`src/rtl/id_ex_reg_if.sv`:
```
// Decode-to-execute bundle for the ID/EX pipeline register: decode-stage
// operands, fields and controls, the registered ex_* copies and the load-use stall.
interface id_ex_reg_if #(parameter int W = 32);
  logic         valid_in;
  logic [W-1:0] RD1;
  logic [W-1:0] RD2;
  logic [W-1:0] Imm;
  logic [4:0]   RS;
  logic [4:0]   RT;
  logic [4:0]   RD;
  logic         RegWrite;
  logic         MemRead;
  logic         MemWrite;
  logic         MemToReg;
  logic         RegDst;
  logic         ALUSrc;
  logic [2:0]   ALUOp;
  logic         Flush;

  logic [W-1:0] ex_RD1;
  logic [W-1:0] ex_RD2;
  logic [W-1:0] ex_Imm;
  logic [4:0]   ex_RS;
  logic [4:0]   ex_RT;
  logic [4:0]   ex_RD;
  logic         ex_RegWrite;
  logic         ex_MemRead;
  logic         ex_MemWrite;
  logic         ex_MemToReg;
  logic         ex_RegDst;
  logic         ex_ALUSrc;
  logic [2:0]   ex_ALUOp;
  logic         ex_valid;
  logic         stall;

  modport master (
    output valid_in, RD1, RD2, Imm, RS, RT, RD,
    output RegWrite, MemRead, MemWrite, MemToReg, RegDst, ALUSrc, ALUOp, Flush,
    input  ex_RD1, ex_RD2, ex_Imm, ex_RS, ex_RT, ex_RD,
    input  ex_RegWrite, ex_MemRead, ex_MemWrite, ex_MemToReg, ex_RegDst, ex_ALUSrc,
    input  ex_ALUOp, ex_valid, stall
  );

  modport slave (
    input  valid_in, RD1, RD2, Imm, RS, RT, RD,
    input  RegWrite, MemRead, MemWrite, MemToReg, RegDst, ALUSrc, ALUOp, Flush,
    output ex_RD1, ex_RD2, ex_Imm, ex_RS, ex_RT, ex_RD,
    output ex_RegWrite, ex_MemRead, ex_MemWrite, ex_MemToReg, ex_RegDst, ex_ALUSrc,
    output ex_ALUOp, ex_valid, stall
  );
endinterface

```
`src/rtl/id_ex_reg.sv`:
```
// ID/EX pipeline register with bubble insertion and load-use stall detection.
// Define ID_EX_HAZARD_DET_EN to enable the load-use hazard detector; otherwise stall is tied low.
module id_ex_reg #(
  parameter int W = 32
) (
  input  logic        clk,
  input  logic        reset,
  id_ex_reg_if.slave  bus
);

  logic [W-1:0] ex_rd1;
  logic [W-1:0] ex_rd2;
  logic [W-1:0] ex_imm;
  logic [4:0]   ex_rs;
  logic [4:0]   ex_rt;
  logic [4:0]   ex_rd;
  logic         ex_reg_write;
  logic         ex_mem_read;
  logic         ex_mem_write;
  logic         ex_mem_to_reg;
  logic         ex_reg_dst;
  logic         ex_alu_src;
  logic [2:0]   ex_alu_op;
  logic         ex_valid;
  logic         hazard;
  logic         bubble;

`ifdef ID_EX_HAZARD_DET_EN
  // Load in EX whose destination is read by the decode instruction; $0 never hazards.
  always_comb begin
    hazard = ex_valid && ex_mem_read && (ex_rt != 5'd0) &&
             ((ex_rt == bus.RS) || (ex_rt == bus.RT));
  end
`else
  // Software schedules load-use spacing in this build.
  always_comb begin
    hazard = 1'b0;
  end
`endif

  // Flush, stall and an empty decode slot all collapse into the same bubble.
  always_comb begin
    bubble = hazard || bus.Flush || !bus.valid_in;
  end

  // Pipeline register: data always loads, controls are zeroed on a bubble.
  always_ff @(posedge clk or posedge reset) begin
    if (reset) begin
      ex_rd1        <= '0;
      ex_rd2        <= '0;
      ex_imm        <= '0;
      ex_rs         <= 5'd0;
      ex_rt         <= 5'd0;
      ex_rd         <= 5'd0;
      ex_reg_write  <= 1'b0;
      ex_mem_read   <= 1'b0;
      ex_mem_write  <= 1'b0;
      ex_mem_to_reg <= 1'b0;
      ex_reg_dst    <= 1'b0;
      ex_alu_src    <= 1'b0;
      ex_alu_op     <= 3'd0;
      ex_valid      <= 1'b0;
    end else begin
      ex_rd1 <= bus.RD1;
      ex_rd2 <= bus.RD2;
      ex_imm <= bus.Imm;
      ex_rs  <= bus.RS;
      ex_rt  <= bus.RT;
      ex_rd  <= bus.RD;
      if (bubble) begin
        ex_reg_write  <= 1'b0;
        ex_mem_read   <= 1'b0;
        ex_mem_write  <= 1'b0;
        ex_mem_to_reg <= 1'b0;
        ex_reg_dst    <= 1'b0;
        ex_alu_src    <= 1'b0;
        ex_alu_op     <= 3'd0;
        ex_valid      <= 1'b0;
      end else begin
        ex_reg_write  <= bus.RegWrite;
        ex_mem_read   <= bus.MemRead;
        ex_mem_write  <= bus.MemWrite;
        ex_mem_to_reg <= bus.MemToReg;
        ex_reg_dst    <= bus.RegDst;
        ex_alu_src    <= bus.ALUSrc;
        ex_alu_op     <= bus.ALUOp;
        ex_valid      <= 1'b1;
      end
    end
  end

  assign bus.ex_RD1      = ex_rd1;
  assign bus.ex_RD2      = ex_rd2;
  assign bus.ex_Imm      = ex_imm;
  assign bus.ex_RS       = ex_rs;
  assign bus.ex_RT       = ex_rt;
  assign bus.ex_RD       = ex_rd;
  assign bus.ex_RegWrite = ex_reg_write;
  assign bus.ex_MemRead  = ex_mem_read;
  assign bus.ex_MemWrite = ex_mem_write;
  assign bus.ex_MemToReg = ex_mem_to_reg;
  assign bus.ex_RegDst   = ex_reg_dst;
  assign bus.ex_ALUSrc   = ex_alu_src;
  assign bus.ex_ALUOp    = ex_alu_op;
  assign bus.ex_valid    = ex_valid;
  assign bus.stall       = hazard;

endmodule

```
`src/flat_wrapper.sv`:
```
// flat-port wrapper written by rule: the top's interface ports become plain ports
module id_ex_reg_flat 
#(
  parameter int W = 32
)
  (clk, reset, bus_valid_in, bus_RD1, bus_RD2, bus_Imm, bus_RS, bus_RT, bus_RD, bus_RegWrite, bus_MemRead, bus_MemWrite, bus_MemToReg, bus_RegDst, bus_ALUSrc, bus_ALUOp, bus_Flush, bus_ex_RD1, bus_ex_RD2, bus_ex_Imm, bus_ex_RS, bus_ex_RT, bus_ex_RD, bus_ex_RegWrite, bus_ex_MemRead, bus_ex_MemWrite, bus_ex_MemToReg, bus_ex_RegDst, bus_ex_ALUSrc, bus_ex_ALUOp, bus_ex_valid, bus_stall);
  id_ex_reg_if #(.W(W)) bus_i ();
  input  logic clk;
  input  logic reset;
  input wire logic [$bits(bus_i.valid_in)-1:0] bus_valid_in;
  input wire logic [$bits(bus_i.RD1)-1:0] bus_RD1;
  input wire logic [$bits(bus_i.RD2)-1:0] bus_RD2;
  input wire logic [$bits(bus_i.Imm)-1:0] bus_Imm;
  input wire logic [$bits(bus_i.RS)-1:0] bus_RS;
  input wire logic [$bits(bus_i.RT)-1:0] bus_RT;
  input wire logic [$bits(bus_i.RD)-1:0] bus_RD;
  input wire logic [$bits(bus_i.RegWrite)-1:0] bus_RegWrite;
  input wire logic [$bits(bus_i.MemRead)-1:0] bus_MemRead;
  input wire logic [$bits(bus_i.MemWrite)-1:0] bus_MemWrite;
  input wire logic [$bits(bus_i.MemToReg)-1:0] bus_MemToReg;
  input wire logic [$bits(bus_i.RegDst)-1:0] bus_RegDst;
  input wire logic [$bits(bus_i.ALUSrc)-1:0] bus_ALUSrc;
  input wire logic [$bits(bus_i.ALUOp)-1:0] bus_ALUOp;
  input wire logic [$bits(bus_i.Flush)-1:0] bus_Flush;
  output wire logic [$bits(bus_i.ex_RD1)-1:0] bus_ex_RD1;
  output wire logic [$bits(bus_i.ex_RD2)-1:0] bus_ex_RD2;
  output wire logic [$bits(bus_i.ex_Imm)-1:0] bus_ex_Imm;
  output wire logic [$bits(bus_i.ex_RS)-1:0] bus_ex_RS;
  output wire logic [$bits(bus_i.ex_RT)-1:0] bus_ex_RT;
  output wire logic [$bits(bus_i.ex_RD)-1:0] bus_ex_RD;
  output wire logic [$bits(bus_i.ex_RegWrite)-1:0] bus_ex_RegWrite;
  output wire logic [$bits(bus_i.ex_MemRead)-1:0] bus_ex_MemRead;
  output wire logic [$bits(bus_i.ex_MemWrite)-1:0] bus_ex_MemWrite;
  output wire logic [$bits(bus_i.ex_MemToReg)-1:0] bus_ex_MemToReg;
  output wire logic [$bits(bus_i.ex_RegDst)-1:0] bus_ex_RegDst;
  output wire logic [$bits(bus_i.ex_ALUSrc)-1:0] bus_ex_ALUSrc;
  output wire logic [$bits(bus_i.ex_ALUOp)-1:0] bus_ex_ALUOp;
  output wire logic [$bits(bus_i.ex_valid)-1:0] bus_ex_valid;
  output wire logic [$bits(bus_i.stall)-1:0] bus_stall;
  assign bus_i.valid_in = bus_valid_in;
  assign bus_i.RD1 = bus_RD1;
  assign bus_i.RD2 = bus_RD2;
  assign bus_i.Imm = bus_Imm;
  assign bus_i.RS = bus_RS;
  assign bus_i.RT = bus_RT;
  assign bus_i.RD = bus_RD;
  assign bus_i.RegWrite = bus_RegWrite;
  assign bus_i.MemRead = bus_MemRead;
  assign bus_i.MemWrite = bus_MemWrite;
  assign bus_i.MemToReg = bus_MemToReg;
  assign bus_i.RegDst = bus_RegDst;
  assign bus_i.ALUSrc = bus_ALUSrc;
  assign bus_i.ALUOp = bus_ALUOp;
  assign bus_i.Flush = bus_Flush;
  assign bus_ex_RD1 = bus_i.ex_RD1;
  assign bus_ex_RD2 = bus_i.ex_RD2;
  assign bus_ex_Imm = bus_i.ex_Imm;
  assign bus_ex_RS = bus_i.ex_RS;
  assign bus_ex_RT = bus_i.ex_RT;
  assign bus_ex_RD = bus_i.ex_RD;
  assign bus_ex_RegWrite = bus_i.ex_RegWrite;
  assign bus_ex_MemRead = bus_i.ex_MemRead;
  assign bus_ex_MemWrite = bus_i.ex_MemWrite;
  assign bus_ex_MemToReg = bus_i.ex_MemToReg;
  assign bus_ex_RegDst = bus_i.ex_RegDst;
  assign bus_ex_ALUSrc = bus_i.ex_ALUSrc;
  assign bus_ex_ALUOp = bus_i.ex_ALUOp;
  assign bus_ex_valid = bus_i.ex_valid;
  assign bus_stall = bus_i.stall;
  id_ex_reg #(.W(W)) u_core (.clk(clk), .reset(reset), .bus(bus_i));
endmodule
```
`config.mk`:
```
export PLATFORM = sky130hd
export DESIGN_NAME = id_ex_reg_flat
export DESIGN_NICKNAME = d
export VERILOG_FILES = /design/src/rtl/id_ex_reg_if.sv /design/src/rtl/id_ex_reg.sv /design/src/flat_wrapper.sv
export SDC_FILE = /design/constraint.sdc
export NUM_CORES = 1
export LEC_CHECK = 0
export ABC_AREA = 1
export CAP_MARGIN = 20
export CORE_MARGIN = 1.5
export CORE_UTILIZATION = 29
export CTS_BUF_LIST = sky130_fd_sc_hd__clkbuf_16
export DETAILED_ROUTE_END_ITERATION = 8
export GPL_ROUTABILITY_DRIVEN = 0
export PLACE_DENSITY = 0.75
export SLEW_MARGIN = 20
export SYNTH_ARGS = -nofsm -noshare
export SYNTH_HDL_FRONTEND = slang
export SYNTH_SLANG_ARGS = --single-unit
```
`constraint.sdc`:
```
create_clock -name clk -period 3.8 [get_ports clk]
set_input_delay 0.38 -clock clk [delete_from_list [all_inputs] [get_ports clk]]
set_output_delay 0.38 -clock clk [all_outputs]
set_load 0.01 [all_outputs]
```
# Word level (Yosys, flattened, before mapping)
# Index checks and enable logic that the tools add are counted.
# classes
n_mux	8
reduce_logical	2
# op_table
op	count
two-way mux 1 bit	7
two-way mux 3 bit	1
zero test 1 bit	1
logical OR 1 bit	1
# word_totals
reg_bits	121
output_inout_bits	122
input_bits	124
word_cells	24

# Depth between registers and ports, before layout
# depth
ltp_word	3
ltp_mapped	3
ltp_nobuf	3

# Worst setup path before layout
# OpenSTA, ideal clock, no wires.
# synth_timing
path_type	flip-flop to output port
from	register u_core.ex_alu_op[0], in the netlist u_core.bus.ex_ALUOp[0]
to	output port bus_ex_ALUOp[0]
path_stages_with_launch	1
setup_slack_ns	3.044
arrival_ns	0.376
path_buffers	0
required_time_ns	3.420
path_cell_list	dfrtp_1
# synth_rtl
element	line_no	source
start, declared	id_ex_reg.sv:23	logic [2:0] ex_alu_op;
start signal, assigned	id_ex_reg.sv:86	ex_alu_op <= bus.ALUOp;
end, declared	flat_wrapper.sv:37	output wire logic [$bits(bus_i.ex_ALUOp)-1:0] bus_ex_ALUOp;
# No word-level cell between the ends.

# Final worst setup path
# layout_timing
from	register u_core.ex_imm[20], in the netlist u_core.bus.ex_Imm[20]
to	output port bus_ex_Imm[20]
# layout_rtl
element	line_no	source
start, declared	id_ex_reg.sv:13	logic [W-1:0] ex_imm;
start signal, assigned	id_ex_reg.sv:66	ex_imm <= bus.Imm;
end, declared	flat_wrapper.sv:27	output wire logic [$bits(bus_i.ex_Imm)-1:0] bus_ex_Imm;
# No word-level cell between the ends.

==> flow_summary.yaml <==
floorplanning:
  die_height_um: 107
  initial_core_util: 0.300
  coreArea_um2: 10400
  die_area_um2: 11400
  io_pins: 246
  fp.dieW_um: 107
  num_rows: 37
grt:
  grt_pass1_vias: 2319
  grt_max_degree: 66
  overflow: 0
  grt_pass1_wl_um: 12500
  track_usage: 0.155
  antenna_found_initial: 0
power_and_ir_drop:
  powerDensity_nw_per_um2: 544
  peakVddDrop_v: 0.000238
  power_leakage_nw: 2.80
sta:
  fmax_mhz: 597
  worstMarginPinSlew_ps: 667
  grt_setup_unrepaired: "false"
  slew_headroom: 0.555
  finalHoldViolations: 0
  fin_crit_ps: 1680
  fin_hold_ws_ps: 411
  setup_viol: 0
  tns_ps: 0
  min_period_over_period: 0.441
  drv_slew: 0
yosys:
  synthTopCellsByArea: "dfrtp_1 (97%), inv_1 (1.4%), nor2_1 (1.1%)"
  ys_warn_count: 0
  ys_ff_latch: 121
  syn_inst: 145
  yosys.area.top_type_share: 0.968
  synth-seq-area-share: 0.968
  syn_area_um2: 3130
  syn_nets: 269
  synth_cell_type_count: 6
  synth_top_area_cell: "dfrtp_1"
  avgSynthCellArea_um2: 21.6
placed_design:
  dpl.cell_count: 525
  post-dp-hpwl_um: 6560
  io_buffers: 244
setup_path:
  cp_slowest_cell: "clkdlybuf4s50_1"
  cp.required_ps: 3420
  crit_path_max_fanout: 1
  crit_type: "flip-flop to output port"
  arrival_ps: 1300
  critPathMaxStageDelay_ps: 570
  startpoint_type: "flip-flop"
  cp_num_buf_inv: 1
  end_kind: "output port"
  cpLargestDelayFamily: "buffers and inverters"
  crit_chain: "clkdlybuf4s50_1"
clock_network:
  ctsResizeCount: 0
  clock_tree.buffer_depth: 2
  h-tree-depth: 4
  cts_setup_buffers: 0
  cts.sinks: 121
  clk_pin_slew_ps: 60
  cts_hold_buf: 0
  cts_tree: "built"
  root_buffer: "clkbuf_16"
  cts-buffers-inserted: 17
layout:
  antenna_cells: 0
  nets: 532
  area_delta_synth_final_pct: 105
  fin_cells: 557
  final_cell_mix: "clkdlybuf4s50_1 (244), dfrtp_1 (121), clkbuf_16 (17)"
  fill_cells: 788
  final_common_cell: "clkdlybuf4s50_1"
  drive_gt1_frac: 0.0808
route:
  viasPerCell: 3.87
  totalWireLength_um: 8430
  dr.pass1.iters: 4
  ant_nets: 0
  drc_errors: 0
  first_iter_violations: 35
  avgRoutedWirePerCell_um: 15.1
  num_vias: 2154
run_status:
  outcome: "finished clean"
run:
  cap_violations: 0
min_path:
  hp-class: "primary input to flip-flop"
where the power goes:
part | internal [W] | switching [W]
sequential | 0.00135 | 0.0000170
combinational | 0.000220 | 0.000109
clock | 0.00123 | 0.000564
state kept, by name (all words and copies together) (netlist names):
name and count:
u_core.bus.ex_Imm 32, u_core.bus.ex_RD1 32, u_core.bus.ex_RD2 32, u_core.bus.ex_RD 5
u_core.bus.ex_RS 5, u_core.bus.ex_RT 5, u_core.bus.ex_ALUOp 3, u_core.bus.ex_ALUSrc 1
u_core.bus.ex_MemRead 1, u_core.bus.ex_MemToReg 1, u_core.bus.ex_MemWrite 1, u_core.bus.ex_RegDst 1
u_core.bus.ex_RegWrite 1, u_core.bus.ex_valid 1
routing by layer:
| metal | up-vias | wire length, um | GRT usage |
|---|---|---|---|
| li1 | 964 | - | - |
| met1 | 1019 | 2790 | 0.152 |
| met2 | 156 | 4520 | 0.269 |
| met3 | 15 | 961 | 0.0778 |
| met4 | 0 | 155 | 0.0762 |
| met5 | - | 0 | 0 |
synth_stat cells:
cell type and n:
nand2_4 1, dfrtp_1 121, nor2_1 9, conb_1 1
buf_4 1, inv_1 12
layout make-up:
class	instances	area [um2]	area share
Tap cell	136	170	0.0265
Clock buffer	17	425	0.0662
Timing Repair Buffer	245	2460	0.383
Clock inverter	15	248	0.0385
Inverter	12	47.5	0.00739
Multi-Input combinational cell	11	48.8	0.00759
Sequential cell	121	3030	0.471
logic make-up (layout without fill, tap and decap cells):
group,count (synthesis),in the layout,synth area share
AND/OR/NAND/NOR,10,10,0.0144
other,1,1,0.00120
flip-flops,121,121,0.968
buffers and inverters,13,289,0.0168
stage by stage:
stage | worst slack (ps) | total power [W] | cell area (um2) | utilization
floorplan | 206 | 0.00145 | 3130 | -
global placement | 2140 | 0.00172 | 5760 | 0.553
detailed placement | 2120 | 0.00173 | 5760 | 0.553
CTS | 2100 | 0.00354 | 6430 | 0.617
global route | 2060 | 0.00364 | 6430 | 0.617
finish | 2120 | 0.00350 | 6430 | 0.617
worst paths after layout:
check | from | endpoint | slack (ps) | depth (start not counted)
worst max-delay path | u_core.bus.ex_Imm[20] | bus_ex_Imm[20] | 2120 | 1
worst min-delay path | bus_Imm[21] | u_core.bus.ex_Imm[21] | 410 | 1
max in group asynchronous | reset | u_core.bus.ex_RegWrite | 2600 | 3
min in group asynchronous | reset | u_core.bus.ex_Imm[16] | 440 | 2
Note: power is estimated with default switching activity, not from simulation.
